File: src/rtl/seg_scan_reader.sv
// ---------------------------------------------------------------------------
// seg_scan_reader
//
// Reads a multiplexed 7-segment display bus back into a hex value. The bus is
// sampled every clock. A segment pattern is accepted for digit k only after
// it has been seen on STABLE_CYCLES consecutive identical cycles while
// i_digitSel is one-hot. Accepted patterns are decoded to a nibble. When every
// digit position has been captured, the assembled value is presented with a
// valid/ready handshake.
//
// Optional feature: define SEG_SCAN_READER_DP_EN to add o_dpMask. With the
// feature enabled, the decimal-point line is part of the stability compare.
// Without it, the decimal-point line is ignored completely.
//
// Ports
//   i_clk        system clock
//   i_rst_n      asynchronous active-low reset
//   i_segs       segment lines {dp,f,g,e,d,c,b,a}, active-high
//   i_digitSel   one-hot digit select, bit k = digit k (digit 0 = LS nibble)
//   o_value      assembled hex value, 4 bits per digit
//   o_errMask    bit k set = digit k pattern not in decode table
//   o_dpMask     (SEG_SCAN_READER_DP_EN only) dp line at digit k's capture
//   o_valid      frame valid
//   i_ready      consumer accepts frame
//
// state      | meaning
// -----------+----------------------------------------------------------
// ST_COLLECT | capturing stable digits until every position is filled
// ST_PRESENT | frame held on outputs with o_valid=1 until i_ready
// ---------------------------------------------------------------------------
module seg_scan_reader #(
  parameter int NUM_DIGITS    = 4,
  parameter int STABLE_CYCLES = 4
) (
  input  logic                    i_clk,
  input  logic                    i_rst_n,
  input  logic [7:0]              i_segs,
  input  logic [NUM_DIGITS-1:0]   i_digitSel,
  output logic [4*NUM_DIGITS-1:0] o_value,
  output logic [NUM_DIGITS-1:0]   o_errMask,
`ifdef SEG_SCAN_READER_DP_EN
  output logic [NUM_DIGITS-1:0]   o_dpMask,
`endif
  output logic                    o_valid,
  input  logic                    i_ready
);

`ifdef SEG_SCAN_READER_DP_EN
  localparam int SEG_W = 8;
`else
  localparam int SEG_W = 7;
`endif

  // Run counter saturates at STABLE_CYCLES-1; the capture happens on the
  // single edge that moves it from STABLE_CYCLES-2 to STABLE_CYCLES-1.
  localparam logic [7:0] CNT_MAX  = 8'(STABLE_CYCLES - 1);
  localparam logic [7:0] CNT_FIRE = 8'(STABLE_CYCLES - 2);

  typedef enum logic [0:0] {
    ST_COLLECT = 1'b0,
    ST_PRESENT = 1'b1
  } state_t;

  state_t state_q, state_d;

  logic [SEG_W-1:0]        seg_prev_q, seg_prev_d;
  logic [NUM_DIGITS-1:0]   sel_prev_q, sel_prev_d;
  logic [7:0]              run_cnt_q, run_cnt_d;
  logic [NUM_DIGITS-1:0]   captured_q, captured_d;
  logic [4*NUM_DIGITS-1:0] value_q, value_d;
  logic [NUM_DIGITS-1:0]   err_q, err_d;
  logic [NUM_DIGITS-1:0]   dp_q, dp_d;

  logic [SEG_W-1:0]      segs_cmp;
  logic                  sel_onehot;
  logic                  run_match;
  logic                  cap_fire;
  logic                  cap_en;
  logic [NUM_DIGITS-1:0] captured_next;
  logic                  all_captured;
  logic [3:0]            dec_nib;
  logic                  dec_err;

  // Returns {err, nibble}; bit7 (dp) never takes part in the match.
  function automatic logic [4:0] seg_decode(input logic [6:0] pat);
    logic [4:0] res;
    case (pat)
      7'h5f:   res = {1'b0, 4'h0};
      7'h06:   res = {1'b0, 4'h1};
      7'h3b:   res = {1'b0, 4'h2};
      7'h2f:   res = {1'b0, 4'h3};
      7'h66:   res = {1'b0, 4'h4};
      7'h6d:   res = {1'b0, 4'h5};
      7'h7d:   res = {1'b0, 4'h6};
      7'h07:   res = {1'b0, 4'h7};
      7'h7f:   res = {1'b0, 4'h8};
      7'h6f:   res = {1'b0, 4'h9};
      7'h77:   res = {1'b0, 4'hA};
      7'h7c:   res = {1'b0, 4'hB};
      7'h59:   res = {1'b0, 4'hC};
      7'h3e:   res = {1'b0, 4'hD};
      7'h79:   res = {1'b0, 4'hE};
      7'h71:   res = {1'b0, 4'hF};
      default: res = {1'b1, 4'h0};
    endcase
    return res;
  endfunction

  // Sampling and stability qualification
  always_comb begin
    segs_cmp   = i_segs[SEG_W-1:0];
    seg_prev_d = segs_cmp;
    sel_prev_d = i_digitSel;
    sel_onehot = $onehot(i_digitSel);
    run_match  = sel_onehot && (segs_cmp == seg_prev_q) && (i_digitSel == sel_prev_q);
    if (!run_match) begin
      run_cnt_d = 8'd0;
    end else if (run_cnt_q == CNT_MAX) begin
      run_cnt_d = CNT_MAX;
    end else begin
      run_cnt_d = run_cnt_q + 8'd1;
    end
    cap_fire = run_match && (run_cnt_q == CNT_FIRE);
    {dec_err, dec_nib} = seg_decode(i_segs[6:0]);
  end

  // Captures only count while collecting; in PRESENT (including the accept
  // edge) they are dropped and the digit must be shown stable again.
  always_comb begin
    cap_en        = cap_fire && (state_q == ST_COLLECT);
    captured_next = captured_q | (cap_en ? i_digitSel : '0);
    all_captured  = &captured_next;
  end

  // FSM: state register
  always_ff @(posedge i_clk or negedge i_rst_n) begin
    if (!i_rst_n) begin
      state_q <= ST_COLLECT;
    end else begin
      state_q <= state_d;
    end
  end

  // FSM: next state
  always_comb begin
    state_d = state_q;
    case (state_q)
      ST_COLLECT: if (all_captured) state_d = ST_PRESENT;
      ST_PRESENT: if (i_ready)      state_d = ST_COLLECT;
      default:                      state_d = ST_COLLECT;
    endcase
  end

  // FSM: datapath updates
  always_comb begin
    value_d    = value_q;
    err_d      = err_q;
    dp_d       = dp_q;
    captured_d = captured_q;
    if (cap_en) begin
      for (int k = 0; k < NUM_DIGITS; k++) begin
        if (i_digitSel[k]) begin
          value_d[4*k +: 4] = dec_nib;
          err_d[k]          = dec_err;
          dp_d[k]           = i_segs[7];
        end
      end
      captured_d = captured_next;
    end
    if ((state_q == ST_PRESENT) && i_ready) begin
      captured_d = '0;
    end
  end

  always_ff @(posedge i_clk or negedge i_rst_n) begin
    if (!i_rst_n) begin
      seg_prev_q <= '0;
      sel_prev_q <= '0;
      run_cnt_q  <= '0;
      captured_q <= '0;
      value_q    <= '0;
      err_q      <= '0;
      dp_q       <= '0;
    end else begin
      seg_prev_q <= seg_prev_d;
      sel_prev_q <= sel_prev_d;
      run_cnt_q  <= run_cnt_d;
      captured_q <= captured_d;
      value_q    <= value_d;
      err_q      <= err_d;
      dp_q       <= dp_d;
    end
  end

  assign o_value   = value_q;
  assign o_errMask = err_q;
  assign o_valid   = (state_q == ST_PRESENT);

`ifdef SEG_SCAN_READER_DP_EN
  assign o_dpMask = dp_q;
`else
  // dp capture has no consumer without the optional port.
  logic [NUM_DIGITS-1:0] unused_dp;
  assign unused_dp = dp_q;
`endif

endmodule

File: config.mk
export PLATFORM = sky130hd
export DESIGN_NAME = seg_scan_reader
export DESIGN_NICKNAME = d
export VERILOG_FILES = /design/src/rtl/seg_scan_reader.sv
export SDC_FILE = /design/constraint.sdc
export NUM_CORES = 1
export LEC_CHECK = 0
export ABC_AREA = 1
export CORE_MARGIN = 2
export CORE_UTILIZATION = 50
export DETAILED_ROUTE_END_ITERATION = 6
export PLACE_DENSITY = 0.72
export SLEW_MARGIN = 30
export SYNTH_ARGS = -nofsm -noshare
export SYNTH_HDL_FRONTEND = slang
export SYNTH_SLANG_ARGS = --single-unit
export TNS_END_PERCENT = 20
File: constraint.sdc
create_clock -name i_clk -period 1.9 [get_ports i_clk]
set_input_delay 0.285 -clock i_clk [delete_from_list [all_inputs] [get_ports i_clk]]
set_output_delay 0.285 -clock i_clk [all_outputs]
set_load 0.03 [all_outputs]
==> flow_summary.yaml <==
sta:
  fmax_ghz: 0.478
  setup_viol: 32
  period_minus_slack_ns: 2.09
  hold_ws_ns: 0.217
  finalWorstSetupSlack_ns: -0.194
  post-route-period-util_pct: 110
  finalHoldViolCount: 0
  skew_ns: 0.0112
  rsz0062_at_grt: "true"
  worst_slew_pin_slew_ns: 0.562
  maxSlewHeadroom_pct: 62.5
  finalMaxSlewViolations: 0
detailed_routing:
  firstDrtPassIters: 4
  post_drt_wl_per_cell_um: 12.3
  met3_length_um: 204
  viasPerCell: 4.86
  first_iter_violations: 39
  ant_nets: 0
  drt_wl_total_um: 4980
  drc: 0
  vias: 1963
  met2_length_um: 2430
  highest_layer: "met4"
  wl_met1_um: 2310
critical_path:
  path_class: "in -> reg"
  start_kind: "primary input"
  rr_worst_depth: 8
  cp.arrival_ns: 2.28
  r2r_slack_ns: 0.29
  critPathMaxFanout: 5
  critPathCaptureType: "flop"
  crit_required_ns: 2.09
  r2r_start: "run_cnt_q[0]"
  worstReg2RegEnd: "o_value[4]"
layout:
  final_cells: 404
  layout.nets: 371
  diodes: 0
  utilization_pct: 71.1
  layout-drive-gt1-share_pct: 26.1
  syn_to_final_growth_pct: 36.3
clocking:
  cts_root_buffer: "clkbuf_8"
  clk_latency_ns: 0.30
  path_clk_slew_ns: 0.09
  cts.sinks: 44
  cts_made_buffers: 5
  cts_tree: "done"
  h-tree-depth: 2
  cts_buffer_depth: 2
synth:
  seq_area_frac_synth_pct: 48.5
  synthAdderAreaFrac_pct: 3.08
  syn_area_per_cell_um2: 8.06
  synthTopCellsByCount: "107 x nand2_1, 44 x dfrtp_1, 33 x inv_1"
  syn_nets: 302
  ys_warn_count: 0
  synth_edf_count: 0
  synth_area_um2: 2270
  yosys.area.top_type: "dfrtp_1"
  synth_mux_area_share_pct: 0
  synthFlopType: "dfrtp_1"
  async_reset_ff_share_pct: 100
  synth_cell_types: 27
  ys_ff_latch: 44
  synth_compound_area_share_pct: 3.30
  synth_top_family_by_area: "simple AND/OR/NAND/NOR gates"
  netlist_instances: 282
  synth.most_common_cell: "nand2_1"
  synth-simple-area-share_pct: 35.2
  yosys.area.top_type_share_pct: 48.5
  synth.top_cells.by_area: "dfrtp_1 48%, nand2_1 18%, inv_1 5.5%, nand4_4 3.7%, nor2_1 3.5%"
  synthXorXnorAreaFrac_pct: 2.31
min_path:
  hold_path_class: "in -> reg"
  hold_depth: 2
  hold_end: "sel_prev_q[0]"
  min-delay-start: "i_digitSel[0]"
place:
  dp_hpwl_um: 3770
  dp_slack_ns: -1.12
  place_congestion: 0.907
  port_buffers: 34
  dpl.cell_count: 394
die:
  core_um2: 4350
  fp-row-count: 24
  die_area_um2: 5100
  fp.dieW_um: 71.4
  initial_utilization_pct: 52.2
  top_level_ports: 36
  die_h_um: 71.4
pwr:
  p_leak_uw: 0.00161
  peakVddDrop_v: 0.000402
  power.density_nw_per_um2: 599
  power_uw: 1850
grt:
  antenna_found_initial: 0
  grt-ovfl-total: 0
  grt_pass1_wl_um: 8480
  track_usage_pct: 21.3
  grt_max_degree: 25
  grt_pass1_vias: 1891
outcome:
  status: "finished, violations left"
  violations: "negative setup slack"
run:
  max_cap_viol_count: 0
repair_timing:
| action | in CTS | in global routing |
|---|---|---|
| hold endpoints to repair | 22 | 0 |
| endpoints found under the setup margin | 33 | 33 |
| pin swaps | 16 | 15 |
| hold buffers | 1 | 0 |
| setup buffers | 0 | 1 |
| resized for setup | 29 | 18 |
power breakdown:
group	switching (µW)	internal (µW)	total (µW)	leakage [µW]
Combinational	145	115	261	0.000983
Clock	321	294	615	0.0000434
Sequential	11.0	968	979	0.000585
Total	477	1380	1850	0.00161
cell families after synthesis:
group                      after synthesis
and+or+nand+nor                        167
buffers and inverters                   45
DFF                                     44
AOI/OAI and AO/OA                       15
xor gates and xnor gates                 6
adders and majority gates                5
sequential cells by signal, indices dropped and copies added, names as in the netlist:
name	flops
sel_prev_q	4
o_errMask	4
seg_prev_q	7
captured_q	4
o_valid	1
run_cnt_q	8
o_value	16
worst max-delay path, stage by stage:
cell and delay, ns:
buf_8 0.08, inv_4 0.03, fa_1 0.54, inv_1 0.05
ha_2 0.19, ha_4 0.21, inv_2 0.04, nand3_2 0.05
nor2_2 0.09, nand2_2 0.09, nor2_8 0.18, nand4_4 0.17
buf_6 0.18, nand2_2 0.06, nand2_1 0.05
routing by layer:
| metal | global-route usage [%] | vias up |
|---|---|---|
| met3 | 4.64 | 5 |
| li1 | - | 1007 |
| met4 | 4.40 | 0 |
| met2 | 35.8 | 38 |
| met5 | 0 | - |
| met1 | 28.5 | 913 |
cell usage in the layout, fill, tap and decap left out, types with 2 or more instances in the layout:
cell | Yosys | routed
buf_8 | 0 | 2
buf_4 | 1 | 25
a21oi_1 | 12 | 9
nor4_1 | 3 | 3
nand2_2 | 3 | 17
a21oi_2 | 0 | 3
nand4_4 | 4 | 4
o21ai_0 | 2 | 2
clkinvlp_4 | 0 | 2
clkdlybuf4s50_1 | 0 | 30
nor2_4 | 2 | 2
clkbuf_8 | 0 | 6
nor3_1 | 5 | 5
nor2_2 | 2 | 3
xnor2_1 | 5 | 5
dfrtp_1 | 44 | 44
inv_2 | 10 | 12
ha_1 | 4 | 2
inv_1 | 33 | 29
buf_6 | 0 | 5
nand4_1 | 4 | 4
nand3_1 | 11 | 10
nand2_1 | 107 | 92
nor2_1 | 21 | 20
area by class of cell:
class | count | area [µm²]
fillers | 357 | 1260
flip-flops and latches | 44 | 1100
multi-input cells | 193 | 1070
repair buffers | 64 | 589
inverters | 43 | 171
clock buffers | 6 | 82.6
well taps | 52 | 65.1
clock inverters | 2 | 15.0
how the worst max path moves through the flow:
stage	startpoint	to	slack, ns	depth (start not counted)
6_report	i_digitSel[1]	o_value[4]	-0.19	15
5_1_grt	i_digitSel[1]	o_valid	-0.28	17
4_1_cts	i_digitSel[3]	o_valid	-0.23	17
3_5_place_dp	i_digitSel[3]	o_value[6]	-1.12	15
3_3_place_gp	i_digitSel[3]	o_value[7]	-1.06	15
2_1_floorplan	i_digitSel[3]	o_valid	-0.38	16
metrics by stage:
stage	TNS (ns)	instance area [µm²]
floorplan	-8.50	2280
global placement	-33.05	2880
detailed placement	-34.94	2880
CTS	-5.45	3030
global route	-5.74	3100
finish	-3.83	3100
(Power assumes the default switching activity.)
